### src/rtl/rf_wb_arbiter.sv
// Round-robin write-back arbiter for three requesters with a busy-bit scoreboard.
// Optional RF_WB_BYPASS_EN adds bypass outputs and hazard suppression on a commit.
module rf_wb_arbiter #(
   parameter int WIDTH = 16,
   parameter int DEPTH = 64,
   localparam int AW = $clog2(DEPTH)
) (
   input  logic             clk,
   input  logic             rst_n,
   input  logic [2:0]       req_valid,
   input  logic [3*AW-1:0]  req_addr,
   input  logic [3*WIDTH-1:0] req_data,
   output logic [2:0]       req_ready,
   input  logic             alloc_valid,
   input  logic [AW-1:0]    alloc_reg,
   input  logic [AW-1:0]    rd_reg1,
   input  logic [AW-1:0]    rd_reg2,
   output logic             rd_hazard1,
   output logic             rd_hazard2,
`ifdef RF_WB_BYPASS_EN
   output logic             byp_valid1,
   output logic             byp_valid2,
   output logic [WIDTH-1:0] byp_data1,
   output logic [WIDTH-1:0] byp_data2,
`endif
   output logic             we_1,
   output logic [AW-1:0]    write_reg1,
   output logic [WIDTH-1:0] write_reg1_data,
   output logic             err_sticky
);

   logic [1:0]       ptr;
   logic [2:0]       grant;
   logic [1:0]       win_idx;
   logic             xfer;
   logic [AW-1:0]    win_addr;
   logic [WIDTH-1:0] win_data;
   logic [DEPTH-1:0] busy;
   logic [DEPTH-1:0] busy_nxt;

   // Search starts at ptr and wraps through the three requesters.
   always_comb begin
      logic found;
      int   idx;
      grant   = '0;
      win_idx = '0;
      found   = 1'b0;
      for (int k = 0; k < 3; k++) begin
         idx = (int'(ptr) + k) % 3;
         if (!found && req_valid[idx]) begin
            found        = 1'b1;
            grant[idx]   = 1'b1;
            win_idx      = 2'(idx);
         end
      end
   end

   assign req_ready = rst_n ? grant : 3'b000;
   assign xfer      = |(req_valid & req_ready);
   assign win_addr  = req_addr[win_idx*AW +: AW];
   assign win_data  = req_data[win_idx*WIDTH +: WIDTH];

   always_ff @(posedge clk or negedge rst_n) begin
      if (!rst_n) begin
         ptr             <= '0;
         we_1            <= 1'b0;
         write_reg1      <= '0;
         write_reg1_data <= '0;
      end else begin
         we_1 <= xfer && (win_addr != '0);
         if (xfer) begin
            ptr             <= (win_idx == 2'd2) ? 2'd0 : win_idx + 2'd1;
            write_reg1      <= win_addr;
            write_reg1_data <= win_data;
         end
      end
   end

   // Clear first so a same-edge allocation of the committing register wins.
   always_comb begin
      busy_nxt = busy;
      if (we_1)
         busy_nxt[write_reg1] = 1'b0;
      if (alloc_valid && alloc_reg != '0)
         busy_nxt[alloc_reg] = 1'b1;
   end

   always_ff @(posedge clk or negedge rst_n) begin
      if (!rst_n) begin
         busy       <= '0;
         err_sticky <= 1'b0;
      end else begin
         busy <= busy_nxt;
         if (we_1 && !busy[write_reg1])
            err_sticky <= 1'b1;
      end
   end

`ifdef RF_WB_BYPASS_EN
   logic match1, match2;
   logic kill1, kill2;

   assign match1 = we_1 && (write_reg1 == rd_reg1) && (rd_reg1 != '0);
   assign match2 = we_1 && (write_reg1 == rd_reg2) && (rd_reg2 != '0);
   assign kill1  = alloc_valid && (alloc_reg == rd_reg1);
   assign kill2  = alloc_valid && (alloc_reg == rd_reg2);

   assign byp_valid1 = match1;
   assign byp_valid2 = match2;
   assign byp_data1  = write_reg1_data;
   assign byp_data2  = write_reg1_data;

   assign rd_hazard1 = (rd_reg1 != '0) && busy[rd_reg1] && !(match1 && !kill1);
   assign rd_hazard2 = (rd_reg2 != '0) && busy[rd_reg2] && !(match2 && !kill2);
`else
   assign rd_hazard1 = (rd_reg1 != '0) && busy[rd_reg1];
   assign rd_hazard2 = (rd_reg2 != '0) && busy[rd_reg2];
`endif

endmodule
### config.mk
export PLATFORM = sky130hd
export DESIGN_NAME = rf_wb_arbiter
export DESIGN_NICKNAME = d
export VERILOG_FILES = /design/src/rtl/rf_wb_arbiter.sv
export SDC_FILE = /design/constraint.sdc
export NUM_CORES = 1
export LEC_CHECK = 0
export CAP_MARGIN = 20
export CORE_MARGIN = 8
export CORE_UTILIZATION = 50
export CTS_CLUSTER_DIAMETER = 80
export DETAILED_ROUTE_END_ITERATION = 16
export DONT_BUFFER_PORTS = 1
export GPL_ROUTABILITY_DRIVEN = 0
export PLACE_DENSITY = 0.75
export SLEW_MARGIN = 20
export SYNTH_ARGS = -nofsm -noshare
export SYNTH_HDL_FRONTEND = slang
export SYNTH_SLANG_ARGS = --single-unit
### constraint.sdc
create_clock -name clk -period 3.4 [get_ports clk]
set_clock_uncertainty 0.1 [all_clocks]
set_input_delay 0.51 -clock clk [delete_from_list [all_inputs] [get_ports clk]]
set_output_delay 0.51 -clock clk [all_outputs]
set_load 0.01 [all_outputs]
==> results by group, run 1 <==
Synth
  • Number of synthesized register bits: 90
  • Syn nets: 675
  • Yosys cell types: 62
  • Synthesis Warnings: 0
  • Syn Area/Cell: 10.2 um2
  • Post-synth EDFFs: 0
  • Sequential area share after synthesis: 37.9%
  • Post-Synthesis Cells: 581
  • Post-synthesis cell area: 5940 um2
  • Synth Flop Type: dfrtp_1
  • Post-synth ARST share: 100%

Global route
  • First-pass GRT wire length: 29.4 mm
  • Pin count of the biggest net entering global routing: 91
  • Tot GR Track Use: 23.7%
  • Vias in the first global route: 5,281
  • Grt ovf: 0
  • Antenna violations before repair: 1

Routing
  • DR iter-0 viols: 575
  • Vias: 5,166
  • Vias per cell: 7.24
  • Final antenna-violating net count: 0
  • Drt pass-1 iters: 7
  • DR DRC count: 0
  • DRT Wirelength: 18.8 mm
  • Wire per inst: 26.3 um

Clocking
  • Clock slew at reported path FFs: 60 ps
  • Clock H-tree levels: 3
  • Clock buffer count from CTS: 9
  • Clock sink count: 90
  • Clock latency on the worst-skew pair: 340 ps
  • Clock root buffer: clkbuf_16
  • Clock Tree Buf Depth: 2
  • Setup bufs post-CTS: 0
  • CTS resizes: 0
  • CTS tree: built

Place
  • Dpl hpwl: 13.1 mm
  • Setup WS pre-CTS: 394 ps
  • Port bufs: 0

Run
  • Max Cap Viol: 0

Worst setup path
  • Worst Path Required: 3520 ps
  • CP arrival: 3190 ps
  • Crit. End Element: flop
  • Slowest CP cell: a222oi_1
  • CP max stage delay: 500 ps
  • Critical path type: flop to flop
  • Largest fanout on the critical path: 25
  • CP Launch Type: flop
  • Crit-path cells: inv_1 -> ha_1 -> nor2b_1 -> o31ai_1 -> mux2i_1 -> and2_4 -> a222oi_1 -> buf_12 -> mux2_1

Die
  • Rows: 40
  • Core Box Area: 11,800 um2
  • Die X: 125 um
  • Die H: 125 um
  • Die ar.: 15,600 um2
  • Starting Density: 50.3%
  • Ports: 119

Worst hold path
  • Min-delay worst type: input port to async pin

Cells and area
  • N_diodes: 0
  • Fin nets: 656
  • Layout cells sized above 1: 13.2%
  • Area grow syn2layout: 5.96%
  • Sequential Area: 2250 um2
  • Filler Cell Count: 1,007
  • Multi-input logic area: 3370 um2

Timing
  • Final Hold Viols: 36
  • Tmin final: 3070 ps
  • Final period utilization: 90.4%
  • Worst Hold Slack: -34.0 ps
  • Rel. slew slack: 40.6%
  • Actual slew at the worst max-slew pin: 891 ps
  • Setup TNS: 0 ps
  • Setup ws final: 328 ps
  • Final Max Slew Viols: 0
  • Endpoints failing setup: 0
  • RSZ-0062 raised after global routing: false
  • Max Fclk: 325 MHz

Pwr
  • Pint: 0.00325 W
  • Sequential power share: 36.0%
  • Sw frac: 42.7%
  • Switching power total: 0.00242 W
  • Combinational Power Share: 47.3%
  • Share of total power in the clock network: 16.8%
  • Max VDD drop: 0.669 mV
  • LEAKAGE: 2.34 nW
  • Pwr/cell area: 900 nW/um2

Run status
  • Failing checks: hold timing
  • Status: finished with violations
==> metal layers <==
| layer | wire (um) | GRT usage, % |
|---|---|---|
| met2 | 9080 | 38.2 |
| met1 | 6420 | 27.1 |
| met5 | 0 | 0 |
| met3 | 2230 | 7.78 |
| met4 | 1030 | 14.5 |
==> area by class of cell <==
type / count / area share, %
clock buffer: 14 / 4.36
clock inverter: 2 / 0.159
tap: 147 / 2.92
sequential: 90 / 35.8
timing repair buffer: 9 / 1.59
inverter: 28 / 1.67
multi-input combinational: 424 / 53.5
==> cell usage after synthesis, types with 4 or more instances <==
master	instances	area share, %
o21ai_0	131	11
dfrtp_1	90	38
mux2i_1	41	6.9
mux4_2	39	15
a21oi_1	33	2.8
inv_1	27	1.7
nand2_1	24	1.5
a22o_1	21	3.1
clkbuf_1	21	1.3
nand3_1	16	1.3
nor2_1	15	0.95
nor2b_1	10	1.1
o31ai_1	8	1.0
a221oi_1	6	0.89
buf_2	6	0.51
mux2_2	6	1.1
o22ai_1	6	0.63
nand3b_1	5	0.63
a22oi_1	4	0.51
a31oi_1	4	0.42
buf_1	4	0.25
ha_1	4	0.84
==> kinds of logic (layout without fill, tap and decap cells) <==
logic type | Yosys count | count (layout) | synth area share, %
DFF | 90 | 90 | 37.9
AOI/OAI and AO/OA | 238 | 238 | 24.2
muxes | 89 | 89 | 23.4
buffers and inverters | 67 | 53 | 5.37
adders and majority gates | 4 | 4 | 0.843
and+or+nand+nor | 93 | 93 | 8.22
==> registers in the layout, summed over array words and instances (netlist names) <==
register,cells
write_reg1,6
we_1,1
write_reg1_data,16
busy,64
err_sticky,1
ptr,2
==> repair_timing <==
| item | in CTS | in global routing |
|---|---|---|
| hold buffers | 1 | 0 |
| endpoints found under the setup margin | 0 | 0 |
| hold endpoints to repair | 90 | 0 |
==> through the flow <==
stage          cell area [um2]  power, W  util, %  cells
2_1_floorplan             5940   0.00401        -    581
3_3_place_gp              5980   0.00450     50.6    697
3_5_place_dp              5980   0.00463     50.6    697
4_1_cts                   6290   0.00560     53.3    714
5_1_grt                   6290   0.00600     53.3    714
6_report                  6290   0.00566     53.3    714
==> worst max-delay path: cells and delay by family, from the launching register on <==
kind | cells | cell delay, ps
AOI/OAI and AO/OA | 2 | 770
adders and majority gates | 1 | 430
buffers and inverters | 2 | 340
DFF | 1 | 390
muxes | 2 | 490
and+or+nand+nor | 2 | 410
==> cells in the final DEF, fill, tap and decap left out, types with 7 or more instances in the layout <==
cell type  Yosys  final
o21ai_0      131    131
dfrtp_1       90     90
mux2i_1       41     41
mux4_2        39     39
a21oi_1       33     33
inv_1         27     27
nand2_1       24     24
a22o_1        21     21
nand3_1       16     16
nor2_1        15     15
nor2b_1       10     10
clkbuf_16      0      9
o31ai_1        8      8
buf_4          3      7
==> final timing paths <==
path | startpoint | to | slack [ps] | depth (start not counted)
worst max register to register | ptr[0] | write_reg1[0] | 330 | 9
worst min-delay path | rst_n | busy[26] | -30 | 1
worst min register to register | busy[0] | busy[0] | 460 | 1
worst max-delay path | ptr[0] | write_reg1[0] | 330 | 9
min in group clk | alloc_reg[0] | busy[4] | 160 | 1
max in group asynchronous | rst_n | busy[45] | 2860 | 1
==> power groups by stage <==
stage	combinational [W]	sequential (W)	clock (W)
finish	0.00268	0.00204	0.000951
global route	0.00291	0.00209	0.00101
floorplan	0.00220	0.00181	0
global placement	0.00250	0.00200	0
detailed placement	0.00260	0.00204	0
CTS	0.00263	0.00202	0.000956
(Power assumes the default switching activity.)
==> inputs of run 2 (changes only) <==
- CORE_UTILIZATION: 50 -> 30
- GPL_ROUTABILITY_DRIVEN: 0 -> default
- PLACE_DENSITY: 0.75 -> 0.54
==> results by group, run 2 (synthesis results as in run 1) <==
Place
  • GPL Wtd Cong: 0.896
  • Setup WS pre-CTS: 480 ps
  • Port bufs: 0
  • Dpl cell area: 6130 um2
  • Dpl hpwl: 14.4 mm

Cells and area
  • Filler Cell Count: 1,998
  • N_diodes: 0
  • Final instance area: 6440 um2
  • Most common cell after layout, fill and taps aside: o21ai_0
  • Max FFs per register: 64
  • Top reg by flops: busy
  • Finished Core Util: 33.1%
  • Layout cells sized above 1: 13.6%
  • Fin nets: 657
  • Area grow syn2layout: 8.56%
  • Most frequent cells in the layout: o21ai_0, dfrtp_1, mux2i_1
  • Biggest registers after layout: busy (64), write_reg1_data (16), write_reg1 (6)

Timing
  • Setup ws final: 441 ps
  • RSZ-0062 raised after global routing: false
  • Setup TNS: 0 ps
  • Actual slew at the worst max-slew pin: 694 ps
  • Tmin final: 2960 ps
  • Endpoints failing setup: 0
  • Rel. slew slack: 53.7%
  • Worst Hold Slack: -39.2 ps
  • Final Max Slew Viols: 0
  • Final period utilization: 87.0%
  • Final Hold Viols: 38
  • Max Fclk: 338 MHz

Die
  • Ports: 119
  • Die H: 157 um
  • Die X: 157 um
  • Rows: 51
  • Die ar.: 24,500 um2
  • Starting Density: 30.5%
  • Core Box Area: 19,500 um2

Pwr
  • Switching power total: 0.00249 W
  • Pwr/cell area: 886 nW/um2
  • LEAKAGE: 2.33 nW
  • Share of total power in the clock network: 17.1%
  • Max VDD drop: 0.444 mV
  • Combinational Power Share: 48.3%
  • Pint: 0.00322 W
  • Sequential power share: 34.6%
  • Sw frac: 43.7%

Worst setup path
  • CP max stage delay: 480 ps
  • Crit-path cells: inv_1 -> ha_1 -> mux2i_1 -> a2bb2oi_2 -> mux2i_1 -> and2_4 -> a222oi_1 -> buf_12 -> mux2_1
  • WP depth: 9
  • Slowest CP cell: a222oi_1
  • CP Launch Type: flop
  • Worst Path Required: 3530 ps
  • Critical path type: flop to flop
  • Largest fanout on the critical path: 25
  • CP arrival: 3090 ps
  • R2R cell count: 9
  • CP delay by family, top: multiplexers
  • Worst Path Buf+Inv: 2
  • Crit. End Element: flop
  • CP most frequent cell: mux2i_1

Routing
  • Wire per inst: 24.5 um
  • DR iter-0 viols: 429
  • Drt pass-1 iters: 5
  • Vias: 5,059
  • Vias per cell: 6.07
  • Final antenna-violating net count: 0
  • DR DRC count: 0
  • DRT Wirelength: 20.4 mm

Clocking
  • Hold_buf cts: 1
  • Clock root buffer: clkbuf_16
  • CTS tree: built
  • Clock buffer count from CTS: 9
  • Clock sink count: 90
  • Clock H-tree levels: 3
  • CTS resizes: 0
  • Clock latency on the worst-skew pair: 350 ps
  • Setup bufs post-CTS: 0
  • Clock slew at reported path FFs: 70 ps
  • Clock Tree Buf Depth: 2

Global route
  • Pin count of the biggest net entering global routing: 91
  • Grt ovf: 0
  • Vias in the first global route: 5,134
  • Tot GR Track Use: 16.7%
  • Antenna violations before repair: 0
  • First-pass GRT wire length: 31.0 mm

Run status
  • Status: finished with violations
  • Failing checks: hold timing

Run
  • Max Cap Viol: 0

Worst hold path
  • Min-delay worst type: input port to async pin
run 2: cell count changes in the layout (fill, tap and decap cells not counted):
cell and delta:
clkinvlp_4 +3, clkbuf_8 -2, clkinv_2 -2, clkinv_4 +2, buf_4 +1, clkbuf_1 -1
run 2: final timing paths:
path                              start            end  slack, ps
max                              ptr[0]  write_reg1[0]        440
min                               rst_n       busy[41]        -40
max reg2reg                      ptr[0]  write_reg1[0]        440
min reg2reg                     busy[0]        busy[0]        430
max in group asynchronous         rst_n        busy[4]       2840
min in group clk           alloc_reg[0]        busy[4]        160
run 2: per-layer routing:
metal / GRT usage (%) / part of all wire (%)
met1: 20.3 / 40
met5: 0 / 0
met3: 5.52 / 9.9
met4: 7.09 / 3.1
met2: 26.5 / 47
run 2: cell type report:
class                      count  area (um2)  share of cell area [%]
clock inverter                 5        40.0                   0.621
clock buffer                  11         243                    3.77
multi-input combinational    424        3370                    52.2
timing repair buffer          10         108                    1.67
sequential                    90        2250                    34.9
inverter                      28         105                    1.63
tap                          265         332                    5.14
run 2: worst reg2reg max path: stages (launching register included):
cell,delay (ps)
dfrtp_1,420
inv_1,100
ha_1,250
mux2i_1,300
a2bb2oi_2,280
mux2i_1,110
and2_4,180
a222oi_1,480
buf_12,270
mux2_1,360
run 2: power groups by stage:
stage | combinational, W | sequential, W | clock (W)
4_1_cts | 0.00274 | 0.00197 | 0.000976
3_3_place_gp | 0.00265 | 0.00197 | 0
3_5_place_dp | 0.00272 | 0.00199 | 0
2_1_floorplan | 0.00220 | 0.00181 | 0
6_report | 0.00276 | 0.00198 | 0.000976
5_1_grt | 0.00301 | 0.00204 | 0.00103
run 2: through the flow:
step	std cells	power, W
2_1_floorplan	581	0.00401
3_3_place_gp	816	0.00462
3_5_place_dp	816	0.00471
4_1_cts	833	0.00569
5_1_grt	833	0.00607
6_report	833	0.00571
